### config.mk
export PLATFORM = sky130hd
export DESIGN_NAME = matrix_stream_loader
export DESIGN_NICKNAME = d
export VERILOG_FILES = /design/src/rtl/matrix_stream_loader.sv
export SDC_FILE = /design/constraint.sdc
export NUM_CORES = 1
export LEC_CHECK = 0
export BUFFER_PORTS_ARGS = -buffer_cell sky130_fd_sc_hd__buf_4
export CAP_MARGIN = 20
export CORE_MARGIN = 3
export CORE_UTILIZATION = 47
export DETAILED_ROUTE_END_ITERATION = 8
export HOLD_SLACK_MARGIN = 0.08
export PLACE_DENSITY = 0.75
export SLEW_MARGIN = 40
export SYNTH_ARGS = -nofsm -noshare
export SYNTH_HDL_FRONTEND = slang
export SYNTH_SLANG_ARGS = --single-unit
### constraint.sdc
create_clock -name clk -period 2.62 [get_ports clk]
set_input_delay 0.786 -clock clk [delete_from_list [all_inputs] [get_ports clk]]
set_output_delay 0.786 -clock clk [all_outputs]
set_load 0.02 [all_outputs]
### src/rtl/matrix_stream_loader.sv
// Strobe-driven loader: (M, K, N) header, then A (MxK) and B (KxN) elements as indexed writes.
// Define MATRIX_STREAM_LOADER_BCOLMAJOR_EN to accept B elements in column-major order.
module matrix_stream_loader #(
    parameter int DATA_W  = 32,
    parameter int MAX_DIM = 16,
    localparam int DIM_W  = $clog2(MAX_DIM + 1),
    localparam int IDX_W  = (MAX_DIM > 1) ? $clog2(MAX_DIM) : 1
) (
    input  logic              clk,
    input  logic              reset,
    input  logic              start_read,
    input  logic [DATA_W-1:0] din,
    output logic [DIM_W-1:0]  dim_m,
    output logic [DIM_W-1:0]  dim_k,
    output logic [DIM_W-1:0]  dim_n,
    output logic              wr_a,
    output logic              wr_b,
    output logic [IDX_W-1:0]  row,
    output logic [IDX_W-1:0]  col,
    output logic [DATA_W-1:0] data,
    output logic              busy,
    output logic              read_done,
    output logic              err
);

    typedef enum logic [2:0] {HDR_M, HDR_K, HDR_N, LOAD_A, LOAD_B, DONE} state_t;

    state_t           state, state_n;
    logic             strb_q;
    logic [IDX_W-1:0] cnt_r, cnt_c;
    logic             edge_s, hdr_bad;
    logic             r_m_end, r_k_end, c_k_end, c_n_end, last_a, last_b;

    always_comb begin
        edge_s  = start_read & ~strb_q;
        hdr_bad = (din == '0) || (din > DATA_W'(MAX_DIM));
        r_m_end = DIM_W'(cnt_r) == (dim_m - DIM_W'(1));
        r_k_end = DIM_W'(cnt_r) == (dim_k - DIM_W'(1));
        c_k_end = DIM_W'(cnt_c) == (dim_k - DIM_W'(1));
        c_n_end = DIM_W'(cnt_c) == (dim_n - DIM_W'(1));
        last_a  = r_m_end && c_k_end;
        last_b  = r_k_end && c_n_end;
        busy    = (state != HDR_M);
    end

    always_ff @(posedge clk) begin
        if (reset) state <= HDR_M;
        else       state <= state_n;
    end

    always_comb begin
        state_n = state;
        case (state)
            HDR_M:   if (edge_s) state_n = hdr_bad ? HDR_M : HDR_K;
            HDR_K:   if (edge_s) state_n = hdr_bad ? HDR_M : HDR_N;
            HDR_N:   if (edge_s) state_n = hdr_bad ? HDR_M : LOAD_A;
            LOAD_A:  if (edge_s && last_a) state_n = LOAD_B;
            LOAD_B:  if (edge_s && last_b) state_n = DONE;
            DONE:    state_n = HDR_M;
            default: state_n = HDR_M;
        endcase
    end

    always_ff @(posedge clk) begin
        if (reset) begin
            // strb_q starts high so a strobe held through reset must fall before it counts
            strb_q    <= 1'b1;
            wr_a      <= 1'b0;
            wr_b      <= 1'b0;
            err       <= 1'b0;
            read_done <= 1'b0;
            row       <= '0;
            col       <= '0;
            data      <= '0;
            dim_m     <= '0;
            dim_k     <= '0;
            dim_n     <= '0;
            cnt_r     <= '0;
            cnt_c     <= '0;
        end else begin
            strb_q    <= start_read;
            wr_a      <= 1'b0;
            wr_b      <= 1'b0;
            err       <= 1'b0;
            read_done <= (state == DONE);
            if (edge_s) begin
                case (state)
                    HDR_M: begin
                        if (hdr_bad) err <= 1'b1;
                        else         dim_m <= din[DIM_W-1:0];
                    end
                    HDR_K: begin
                        if (hdr_bad) err <= 1'b1;
                        else         dim_k <= din[DIM_W-1:0];
                    end
                    HDR_N: begin
                        if (hdr_bad) err <= 1'b1;
                        else begin
                            dim_n <= din[DIM_W-1:0];
                            cnt_r <= '0;
                            cnt_c <= '0;
                        end
                    end
                    LOAD_A: begin
                        wr_a <= 1'b1;
                        row  <= cnt_r;
                        col  <= cnt_c;
                        data <= din;
                        if (last_a) begin
                            cnt_r <= '0;
                            cnt_c <= '0;
                        end else if (c_k_end) begin
                            cnt_c <= '0;
                            cnt_r <= cnt_r + IDX_W'(1);
                        end else begin
                            cnt_c <= cnt_c + IDX_W'(1);
                        end
                    end
                    LOAD_B: begin
                        wr_b <= 1'b1;
                        row  <= cnt_r;
                        col  <= cnt_c;
                        data <= din;
`ifdef MATRIX_STREAM_LOADER_BCOLMAJOR_EN
                        if (last_b) begin
                            cnt_r <= '0;
                            cnt_c <= '0;
                        end else if (r_k_end) begin
                            cnt_r <= '0;
                            cnt_c <= cnt_c + IDX_W'(1);
                        end else begin
                            cnt_r <= cnt_r + IDX_W'(1);
                        end
`else
                        if (last_b) begin
                            cnt_r <= '0;
                            cnt_c <= '0;
                        end else if (c_n_end) begin
                            cnt_c <= '0;
                            cnt_r <= cnt_r + IDX_W'(1);
                        end else begin
                            cnt_c <= cnt_c + IDX_W'(1);
                        end
`endif
                    end
                    default: ;
                endcase
            end
        end
    end

endmodule

==> flow_results.xml <==
<?xml version="1.0" encoding="UTF-8"?>
<metrics>
  <group name="critical_path">
    <metric name="largest_stage_delay_on_the_critical_path" unit="ns">0.43</metric>
    <metric name="critical_path.cell_chain" unit="">inv_1, ha_1, xor2_1, or3_1, a2111oi_2, o211ai_2, a21oi_2, mux2_1</metric>
    <metric name="critical_path.slowest_cell" unit="">sky130_fd_sc_hd__a2111oi_2</metric>
    <metric name="critical_path_required" unit="ns">2.86</metric>
    <metric name="timing.critical_path.arrival" unit="ns">2.68</metric>
    <metric name="timing.critical_path.fanout_max" unit="">7</metric>
    <metric name="worstSetupPathType" unit="">register to register</metric>
    <metric name="cp-end-kind" unit="">register</metric>
    <metric name="critical_path.startpoint_type" unit="">register</metric>
  </group>
  <group name="run">
    <metric name="max-cap-violations" unit="">0</metric>
  </group>
  <group name="sta">
    <metric name="slew_violations" unit="">0</metric>
    <metric name="fmaxAchievable" unit="MHz">409</metric>
    <metric name="post-route-period-util" unit="%">93.3</metric>
    <metric name="finalHoldViolations" unit="">0</metric>
    <metric name="timing.clock.skew" unit="ns">0.00747</metric>
    <metric name="rsz0062_at_grt" unit="">false</metric>
    <metric name="max_slew.worst_pin.slew" unit="ns">0.745</metric>
    <metric name="layout_setup_ws" unit="ns">0.174</metric>
    <metric name="finalWorstPathRequiredPeriod" unit="ns">2.45</metric>
    <metric name="timing.slew.headroom" unit="%">50.3</metric>
    <metric name="final-setup-viol-count" unit="">0</metric>
  </group>
  <group name="min_path">
    <metric name="hold_class" unit="">register to register</metric>
  </group>
  <group name="power">
    <metric name="irDropWorstVdd" unit="V">0.000295</metric>
    <metric name="power_per_cell_area" unit="mW/mm²">476</metric>
    <metric name="p_leak" unit="µW">0.00187</metric>
    <metric name="power" unit="µW">2090</metric>
  </group>
  <group name="die">
    <metric name="initial_cell_density_of_the_core" unit="%">50.0</metric>
    <metric name="die_area" unit="mm²">0.00803</metric>
    <metric name="ios" unit="">95</metric>
    <metric name="placeable_core_area" unit="mm²">0.00657</metric>
    <metric name="dieWidth" unit="µm">89.6</metric>
    <metric name="dieHeight" unit="µm">89.6</metric>
    <metric name="num_rows" unit="">29</metric>
  </group>
  <group name="route">
    <metric name="number_of_design_rule_violations_left_after_detail_routing" unit="">0</metric>
    <metric name="routed_wirelength" unit="µm">8820</metric>
    <metric name="drtPass1Iterations" unit="">4</metric>
    <metric name="drt.antenna.violating_nets" unit="">0</metric>
    <metric name="vias" unit="">3102</metric>
    <metric name="detail_route.iter0.violations" unit="">134</metric>
    <metric name="route.detailed.wl_per_inst" unit="µm">14.9</metric>
    <metric name="met2_wirelength" unit="µm">4440</metric>
    <metric name="detailroute.wirelength.met3" unit="µm">642</metric>
    <metric name="drt-vias-per-instance" unit="">5.23</metric>
    <metric name="sum_of_routed_wire_segments_on_met1" unit="µm">3600</metric>
    <metric name="routed.top_layer" unit="">met4</metric>
  </group>
  <group name="synth">
    <metric name="netlist_instances" unit="">392</metric>
    <metric name="synthDominantAreaCellType" unit="">sky130_fd_sc_hd__dfxtp_1</metric>
    <metric name="synthesized_nets" unit="">432</metric>
    <metric name="synthesis.area" unit="mm²">0.00328</metric>
    <metric name="synth.top_cells.by_count" unit="">sky130_fd_sc_hd__nand2_1 (94), sky130_fd_sc_hd__dfxtp_1 (71), sky130_fd_sc_hd__a21oi_1 (49), sky130_fd_sc_hd__nor2_1 (25), sky130_fd_sc_hd__clkbuf_1 (21)</metric>
    <metric name="ys_dominant_reg_cell" unit="">sky130_fd_sc_hd__dfxtp_1</metric>
    <metric name="synth_warnings" unit="">0</metric>
    <metric name="post_synth.cell_area_avg" unit="µm²">8.38</metric>
    <metric name="netlist-cell-type-count" unit="">52</metric>
    <metric name="synth_edf_count" unit="">0</metric>
    <metric name="synth.top_cells.by_area" unit="">sky130_fd_sc_hd__dfxtp_1 (43%), sky130_fd_sc_hd__nand2_1 (11%), sky130_fd_sc_hd__a21oi_1 (7.5%)</metric>
    <metric name="synthMostInstantiatedCell" unit="">sky130_fd_sc_hd__nand2_1</metric>
    <metric name="synthArstFlopShare" unit="%">0</metric>
    <metric name="synth_largest_type_area_fraction" unit="%">43.3</metric>
    <metric name="ys_ff_latch" unit="">71</metric>
    <metric name="ys_seq_area_share" unit="%">43.3</metric>
  </group>
  <group name="cells_and_area">
    <metric name="antenna_cells" unit="">0</metric>
    <metric name="fillCellCount" unit="">557</metric>
    <metric name="syn2layout_area_growth" unit="%">33.6</metric>
    <metric name="fraction_of_final_layout_cells_sized_beyond_drive_strength_1" unit="%">29.8</metric>
    <metric name="finalNetCount" unit="">535</metric>
  </group>
  <group name="cts">
    <metric name="cts.htree.levels" unit="">3</metric>
    <metric name="cts_tree" unit="">yes</metric>
    <metric name="clk_pin_slew" unit="ns">0.08</metric>
    <metric name="ctsResizeCount" unit="">0</metric>
    <metric name="ctsHoldBuffers" unit="">0</metric>
    <metric name="worst_skew_pair_later_pin_latency" unit="ns">0.35</metric>
    <metric name="post_cts.repair.setup_buffers" unit="">0</metric>
    <metric name="clock-root-buffer" unit="">sky130_fd_sc_hd__clkbuf_8</metric>
    <metric name="numClockSinks" unit="">71</metric>
    <metric name="cts.path.max_buffers" unit="">2</metric>
    <metric name="cts_made_buffers" unit="">9</metric>
  </group>
  <group name="global_routing">
    <metric name="first_global_vias" unit="">3024</metric>
    <metric name="global_route.overflow_total" unit="">0</metric>
    <metric name="wire_length_of_the_first_global_routing_pass" unit="µm">14300</metric>
    <metric name="grt_start_max_net_pins" unit="">78</metric>
    <metric name="grtUsageTotal" unit="%">23.1</metric>
    <metric name="grt_antenna_before_repair" unit="">0</metric>
  </group>
  <group name="placement">
    <metric name="pre_cts_slack" unit="ns">-0.212</metric>
    <metric name="gp_congestion" unit="">0.822</metric>
    <metric name="portBuffers" unit="">94</metric>
    <metric name="dp_hpwl" unit="µm">6340</metric>
  </group>
  <group name="run_status">
    <metric name="status" unit="">completed</metric>
  </group>
</metrics>
[cell families (layout without fill, tap and decap cells)]
group	Yosys count	in the layout	synth area share, %
xor gates and xnor gates	22	22	5.87
DFF	71	71	43.3
AOI/OAI and AO/OA	73	73	13.4
adders and majority gates	5	5	1.90
muxes	14	14	4.30
buffers and inverters	32	140	3.70
and+or+nand+nor	175	175	27.5
[report_power, final]
part           leakage [µW]  internal (µW)  switching [µW]  total [µW]
clock network     0.0000993            471             440         911
logic               0.00120           48.2            49.5        97.7
registers          0.000572           1080           0.554        1080
total               0.00187           1600             490        2090
[routing by layer]
layer | global-route usage [%] | vias to the layer above
met5 | 0 | -
met4 | 8.66 | 0
met3 | 6.93 | 12
met2 | 37.3 | 93
met1 | 29.1 | 1447
li1 | - | 1550
[worst max-delay path, delay by kind of cell, from the launching register on]
kind	cells	cell delay, ns
multiplexers	1	0.33
adder cells (fa/ha/maj)	1	0.20
flip-flops	1	0.36
AND/OR/NAND/NOR	1	0.39
AO/OA/AOI/OAI	3	0.83
XOR/XNOR	1	0.15
buffers and inverters	1	0.07
[cells in the final DEF, fill, tap and decap left out, types with 3 or more instances in the layout]
cell type,Yosys,routed
sky130_fd_sc_hd__a21oi_1,49,48
sky130_fd_sc_hd__buf_4,0,114
sky130_fd_sc_hd__clkbuf_8,0,10
sky130_fd_sc_hd__dfxtp_1,71,71
sky130_fd_sc_hd__ha_1,5,5
sky130_fd_sc_hd__inv_1,10,10
sky130_fd_sc_hd__mux2i_1,13,13
sky130_fd_sc_hd__nand2_1,94,94
sky130_fd_sc_hd__nand3_1,8,8
sky130_fd_sc_hd__nand4_1,3,3
sky130_fd_sc_hd__nor2_1,25,25
sky130_fd_sc_hd__nor3_1,7,7
sky130_fd_sc_hd__nor3b_1,3,3
sky130_fd_sc_hd__nor4_1,4,4
sky130_fd_sc_hd__nor4_2,5,5
sky130_fd_sc_hd__o21ai_0,5,5
sky130_fd_sc_hd__or2_2,3,3
sky130_fd_sc_hd__or3_1,4,4
sky130_fd_sc_hd__xnor2_1,7,7
sky130_fd_sc_hd__xor2_1,15,15
[flip-flops by register name (all words and copies together) (netlist names), 4 cells and up]
name and flops:
data 32, row 4, dim_m 5, dim_k 5, cnt_c 4, cnt_r 4, col 4, dim_n 5
[final cells by class]
type,count,area (µm²),area share (%)
timing repair buffer,114,856,19.5
sequential,71,1420,32.4
clock inverter,6,67.6,1.54
clock buffer,10,138,3.14
multi-input combinational,289,1750,39.9
inverter,10,37.5,0.855
tap,93,116,2.65
[path summary, 6_finish.rpt]
check	start	end	slack, ns	cells past startpoint
max	dim_n[1]	state[0]	0.17	8
min	data[16]	data[16]	0.46	2
max reg2reg	dim_n[1]	state[0]	0.17	8
min reg2reg	data[16]	data[16]	0.46	2
[stage by stage]
stage	instances	instance area, µm²	hold slack, ns	util, %	TNS, ns
after floorplan	392	3280	0.451	-	0
after global placement	576	4180	0.443	63.6	-1.64
after detailed placement	576	4180	0.447	63.6	-2.01
after CTS	592	4380	0.459	66.7	0
after global routing	593	4390	0.481	66.8	0
final	593	4390	0.458	66.8	0
No activity file was read; power rests on OpenSTA's default activity.
